File: src/rtl/sat_predictor_bank.sv
// Bank of saturating up/down counters for branch prediction, with registered lookup
// and a multi-cycle clear sequence that walks every entry back to INIT.
module sat_predictor_bank #(
  parameter int unsigned CTR_W   = 2,
  parameter int unsigned ENTRIES = 4,
  parameter int unsigned IDX_W   = $clog2(ENTRIES),
  parameter int unsigned INIT    = 2 ** (CTR_W - 1)
) (
  input  logic             clk,
  input  logic             rst,
  input  logic             lk_valid,
  input  logic [IDX_W-1:0] lk_idx,
  output logic             pred_valid,
  output logic             pred_taken,
  output logic             pred_conf,
  input  logic             upd_valid,
  input  logic [IDX_W-1:0] upd_idx,
  input  logic             upd_taken,
  input  logic             clear,
  output logic             busy
);

  typedef enum logic [0:0] {StIdle, StClear} state_e;

  localparam logic [CTR_W-1:0] CtrMax  = {CTR_W{1'b1}};
  localparam logic [CTR_W-1:0] CtrInit = CTR_W'(INIT);
  localparam logic [IDX_W-1:0] PtrLast = IDX_W'(ENTRIES - 1);

  state_e           state_q, state_d;
  logic [IDX_W-1:0] ptr_q, ptr_d;
  logic [CTR_W-1:0] ctr_q [ENTRIES];
  logic [CTR_W-1:0] ctr_d [ENTRIES];
  logic             pred_valid_q, pred_valid_d;
  logic             pred_taken_q, pred_taken_d;
  logic             pred_conf_q, pred_conf_d;

  logic [CTR_W-1:0] lk_ctr;
  logic [CTR_W-1:0] upd_ctr;

  assign lk_ctr  = ctr_q[lk_idx];
  assign upd_ctr = ctr_q[upd_idx];

  always_comb begin
    state_d      = state_q;
    ptr_d        = ptr_q;
    ctr_d        = ctr_q;
    pred_valid_d = 1'b0;
    pred_taken_d = pred_taken_q;
    pred_conf_d  = pred_conf_q;
    unique case (state_q)
      StIdle: begin
        // Lookup reads the pre-update value; no bypass from a same-cycle update.
        if (lk_valid) begin
          pred_valid_d = 1'b1;
          pred_taken_d = lk_ctr[CTR_W-1];
          pred_conf_d  = (lk_ctr == '0) || (lk_ctr == CtrMax);
        end
        if (upd_valid) begin
          if (upd_taken && (upd_ctr != CtrMax)) begin
            ctr_d[upd_idx] = upd_ctr + 1'b1;
          end else if (!upd_taken && (upd_ctr != '0)) begin
            ctr_d[upd_idx] = upd_ctr - 1'b1;
          end
        end
        if (clear) begin
          state_d = StClear;
          ptr_d   = '0;
        end
      end
      StClear: begin
        ctr_d[ptr_q] = CtrInit;
        ptr_d        = ptr_q + 1'b1;
        if (ptr_q == PtrLast) begin
          state_d = StIdle;
        end
      end
    endcase
  end

  always_ff @(posedge clk or posedge rst) begin
    if (rst) begin
      state_q      <= StIdle;
      ptr_q        <= '0;
      pred_valid_q <= 1'b0;
      pred_taken_q <= 1'b0;
      pred_conf_q  <= 1'b0;
      for (int i = 0; i < int'(ENTRIES); i++) begin
        ctr_q[i] <= CtrInit;
      end
    end else begin
      state_q      <= state_d;
      ptr_q        <= ptr_d;
      pred_valid_q <= pred_valid_d;
      pred_taken_q <= pred_taken_d;
      pred_conf_q  <= pred_conf_d;
      ctr_q        <= ctr_d;
    end
  end

  assign pred_valid = pred_valid_q;
  assign pred_taken = pred_taken_q;
  assign pred_conf  = pred_conf_q;
  // Decoded straight from state so an asynchronous reset drops it immediately.
  assign busy       = (state_q == StClear);

endmodule

File: config.mk
export PLATFORM = sky130hd
export DESIGN_NAME = sat_predictor_bank
export DESIGN_NICKNAME = d
export VERILOG_FILES = /design/src/rtl/sat_predictor_bank.sv
export SDC_FILE = /design/constraint.sdc
export NUM_CORES = 1
export LEC_CHECK = 0
export CAP_MARGIN = 20
export CORE_MARGIN = 2
export CORE_UTILIZATION = 51
export CTS_CLUSTER_SIZE = 20
export DETAILED_ROUTE_END_ITERATION = 8
export PLACE_DENSITY = 0.74
export SKIP_LAST_GASP = 1
export SLEW_MARGIN = 20
export SYNTH_ARGS = -nofsm -noshare
export SYNTH_HDL_FRONTEND = slang
export SYNTH_SLANG_ARGS = --single-unit
File: constraint.sdc
create_clock -name clk -period 2.8 [get_ports clk]
set_clock_uncertainty 0.1 [all_clocks]
set_input_delay 0.56 -clock clk [delete_from_list [all_inputs] [get_ports clk]]
set_output_delay 0.56 -clock clk [all_outputs]
set_load 0.03 [all_outputs]
# Word-level counts from Yosys, hierarchy flattened
# Index checks and enable logic that the tools add are counted.
# op_classes
n_addsub,3
mux,23
order_cmp,5
eq_ne,6
bitwise,7
n_reduce_logical,10
# op_table
op,n
8-bit 2-to-1 mux,3
8-bit bitwise mux,2
8-bit case mux with 2 select lines,1
2-bit 2-to-1 mux,7
"3-bit greater-or-equal comparator, second input constant",3
2-bit NOT with 3-bit output,3
2-bit binary-select mux with 2-bit select,2
2-bit demux with 2-bit select,2
"3-bit by 1-bit < comparator with 1-bit output, second input constant",2
"2-bit inequality test, second input constant",3
"2-bit by 1-bit adder with 2-bit output, second input constant",2
4-bit AND,1
"2-bit equality test, second input constant",2
1-bit logical AND,4
1-bit 2-to-1 mux,4
4-bit NOT,1
4-bit OR,1
2-bit case mux with 2 select lines,1
2-bit AND reduction,2
"3-bit inequality test, second input constant",1
2-bit logical NOT,1
1-bit case mux with 2 select lines,1
2-bit nonzero test,1
"2-bit by 1-bit subtractor with 2-bit output, second input constant",1
3 further kinds,3
# word_totals
input_bits,10
out_inout_bits,4
ff_bits,14

# Longest topological paths before layout
# depth
ltp_word,10
depth_mapped,6
depth_no_buf,6

# Least setup slack after synthesis
# No wires, ideal clock.
# synth_timing
kind,input -> register
from,input port upd_idx[0]
to,register ctr_q[1] (netlist bit)
path_slack_ps,643
setup_time_ps,75
path_buffers,0
t_required_ps,2625
t_arrival_ps,1982
path_stages,5
cell_sequence,mux4_2 ha_1 mux2i_1 and4_1 mux2i_1
# synth_between
elab_chain_len,10
# synth_rtl
item,line,source
from (decl),17,"input logic [IDX_W-1:0] upd_idx,"
2-bit NOT with 3-bit output (implied by the code) *,"41, 60, 62",
2-bit binary-select mux with 2-bit select (tied with other cells),41,assign upd_ctr = ctr_q[upd_idx];
2-bit 2-to-1 mux (implied by the code) / 1-bit logical AND (equally long branches),"41, 60, 62",
"2-bit 2-to-1 mux, on equally long branches","41, 60, 62",
2-bit by 1-bit subtractor with 2-bit output / 2-bit demux with 2-bit select (equally long branches),"62, 60",
8-bit bitwise mux,62,ctr_d[upd_idx] = upd_ctr - 1'b1;
8-bit 2-to-1 mux,61,end else if (!upd_taken && (upd_ctr != '0)) begin
8-bit 2-to-1 mux,59,if (upd_taken && (upd_ctr != CtrMax)) begin
8-bit 2-to-1 mux,58,if (upd_valid) begin
8-bit case mux with 2 select lines,50,unique case (state_q)
"to (signal, indexed assignment)",88,ctr_q[i] <= CtrInit;
to (signal assigned),96,ctr_q <= ctr_d;
to (decl),31,logic [CTR_W-1:0] ctr_q [ENTRIES];
# Mark *: on every way between the ends. The rest lies on a longest branch, timed or not. The select of a mux whose other input is x is not followed.
# A chain may end at the register's enable or synchronous reset.

# Final worst setup path
# Ends and elaborated chain as after synthesis.

==> impl_results.md <==
- FMAX: a little under 0.4 GHz
- Starting Density: 0.556
- Synthesis Warnings: 0
- Cell repeated most along the worst path: mux2i_1
- Worst Hold Class: flop to flop
- Yosys cell types: 21
- Chip Width: roughly 45 um
- Antenna cells: 0
- Finished Core Util: 0.683
- CP Capture Type: flop
- Final HPWL DP: ~1.3 mm
- CP max stage delay: approximately 0.61 ns
- Metal2 WL: 814 um
- Clock-pin slew on the worst setup and hold paths: about 0.09 ns
- TritonCTS clock tree: done
- Ranking of synthesized cells by area: dfrtp_1 (29%), dfstp_2 (12%), mux2i_1 (12%)
- Total number of vias: a little over 600
- Worst slew margin: 0.634
- Routed WL: 1.62 mm
- Clock period minus final worst setup slack: 2.60 ns
- First-pass GRT wire length: 2.71 mm
- Critical path startpoint: upd_idx[0]
- CP arrival: 2.71 ns
- Max-capacitance violation count: 0
- Hold buffer count at CTS: 0
- Die Ht: approximately 45 um
- Worst-Margin Slew: between 0.5 and 0.6 ns
- Setup Fix Bufs, Post-CTS: 0
- Clock latency on the worst-skew pair: between 0.2 and 0.3 ns
- Antenna-violating nets left: 0
- Worst Path Max Fanout: 4
- Hold Path Origin: pred_conf
- Syn_nets: 88
- Dominant cell type by area after synthesis: dfrtp_1
- Register share of total power: 0.390
- Post-synth top area share: 0.292
- # clock sinks: 14
- Tcrit/Tclk final: 0.929
- Final worst setup slack: ~0.2 ns
- Worst Setup Path Type: primary input to flop
- Clock Path Buffers: 2
- Die area: 2020 um2
- Residual DRC: 0
- Setup Viol. Count Final: 0
- Total track usage: 0.193
- Met3 WL: about 87 um
- Nets: around 110
- FF-to-FF Start: ctr_q[0]
- Fin cells: ~110
- Area grow syn2layout: 22.8%
- Top layer in use: met4
- Row count: 14
- Placement Cell Area: around 1000 um2
- Clock power frac: 0.115
- Startpoint types: primary input
- Root Buffer: clkbuf_4
- GPL Wtd Cong: approximately 0.76
- Largest net degree at the start of global routing: 17
- Seq/Total Area, Yosys: 0.415
- CP required: 2.91 ns
- RSZ-0062 raised after global routing: no
- DRT met1 WL: 708 um
- PD cells: 1030 nW/um2
- Post-cts resize count: 0
- Vias per Instance: 5.75
- Critical Path, Cell by Cell: clkdlybuf4s50_1, mux4_1, ha_1, mux2i_1, and4_1, mux2i_1
- R2R Setup Slk: about 0.67 ns
- Combinational share of power: 0.494
- Switching pwr: between 400 and 500 uW
- WL/cell: about 15 um
- Congestion Overflow GR: 0
- Vias in the first global route: ~620
- Num ports: 14
- Drt initial violations: 19
- Int Pwr: approximately 660 uW
- Switch share: 0.389
- Design Area, Final: roughly 1100 um2
- Largest delay share family, worst path: multiplexers
- Peak VDD IR: between 0.5 and 0.6 mV
- Buf+Inv Stages, Crit Path: 1
- First-pass DRT Iterations: 5
- Final slew viol count: 0
- IO Port Bufs: 13
- Cells after DPL: 103
- Setup WS pre-CTS: -0.0644 ns
- Outcome: complete, no violations
- Proportion of layout cells with a drive suffix above 1: 0.176
- CTS buffer count: 3
- Synthesized area per cell: 11.9 um2
- Leakage power: 0.000495 uW
- Htree depth: 1
- Initial antenna violation count: 0
- Hold Slack: around 0.42 ns
- Crit-path slowest cell: mux4_1
- Core footprint: between 1500 and 2000 um2
- Yosys reg bits: 14
- Mapped Cells: 72
- Mapped Area: between 800 and 900 um2
- Final hold vios: 0
==> metrics by stage <==
step                      power, uW  TNS [ns]
final                          1080         0
after global routing           1160         0
after floorplan                 769         0
after global placement          945         0
after CTS                      1090         0
after detailed placement        964    -0.118
==> flip-flops by register name, summed over array words and instances, names as in the netlist <==
| signal | flops |
|---|---|
| busy | 1 |
| pred_conf | 1 |
| ctr_q | 8 |
| pred_taken | 1 |
| ptr_q | 2 |
| pred_valid | 1 |
==> Yosys cell counts <==
cell / n
mux2_4: 1
mux4_2: 2
a21oi_1: 4
nor2b_1: 1
and2b_2: 1
o31ai_1: 1
nand2_1: 9
xnor2_1: 5
clkbuf_1: 1
mux4_1: 2
dfstp_2: 4
mux2i_1: 10
dfrtp_1: 10
inv_1: 6
nand4b_1: 2
nand2b_1: 1
nor2_1: 2
mux2_2: 2
ha_1: 6
nand3_1: 1
and4_1: 1
==> power groups by stage <==
stage                     clock network [uW]  registers [uW]  logic, uW
after floorplan                            0             424        345
after global placement                     0             422        523
after detailed placement                   0             426        538
after CTS                                127             422        540
after global routing                     135             437        591
final                                    125             421        533
==> cell families (layout without fill, tap and decap cells) <==
| logic type | count (synthesis) | count (layout) | share of synthesized area |
|---|---|---|---|
| AO/OA/AOI/OAI | 5 | 5 | 0.0321 |
| XOR/XNOR | 5 | 5 | 0.0511 |
| adder cells (fa/ha/maj) | 6 | 6 | 0.0876 |
| buffers and inverters | 7 | 26 | 0.0307 |
| flip-flops | 14 | 14 | 0.415 |
| multiplexers | 17 | 17 | 0.274 |
| AND/OR/NAND/NOR | 18 | 18 | 0.110 |
==> placed cells by master (no fill, tap or decap) <==
master | Yosys | final
and2b_2 | 1 | 1
nand4b_1 | 2 | 2
clkbuf_4 | 0 | 3
mux2_2 | 2 | 2
xnor2_1 | 5 | 5
a21oi_1 | 4 | 4
nand3_1 | 1 | 1
mux2i_1 | 10 | 10
clkbuf_1 | 1 | 1
mux4_2 | 2 | 2
ha_1 | 6 | 6
and4_1 | 1 | 1
nand2_1 | 9 | 9
dfstp_2 | 4 | 4
buf_4 | 0 | 3
o31ai_1 | 1 | 1
nand2b_1 | 1 | 1
nor2b_1 | 1 | 1
nor2_1 | 2 | 2
clkdlybuf4s50_1 | 0 | 13
inv_1 | 6 | 6
dfrtp_1 | 10 | 10
mux2_4 | 1 | 1
mux4_1 | 2 | 2
==> layer usage <==
layer | track usage | vias to the layer above
met5 | 0 | -
met4 | 0.0706 | 0
met3 | 0.0480 | 2
met2 | 0.323 | 16
met1 | 0.241 | 302
li1 | - | 295
==> path summary, 6_finish.rpt <==
kind / endpoint / cells after the start
min: pred_conf / 1
min in group asynchronous: ptr_q[0] / 2
max in group asynchronous: ctr_q[3] / 2
min reg2reg: pred_conf / 1
max: ctr_q[1] / 6
max reg2reg: ctr_q[1] / 5
==> worst reg2reg max path: cells and delay by family, from the launching register on <==
| family | cells | cell delay [ns] |
|---|---|---|
| adder cells (fa/ha/maj) | 1 | 0.23 |
| flip-flops | 1 | 0.43 |
| multiplexers | 3 | 1.00 |
| AND/OR/NAND/NOR | 1 | 0.30 |
==> final cells by class <==
class	count	area (um2)
fillers	120	489
multi-input cells	51	475
inverters	6	22.5
repair buffers	16	153
well taps	16	20.0
clock buffers	4	26.3
flip-flops and latches	14	355
Note: power is estimated with default switching activity, not from simulation.
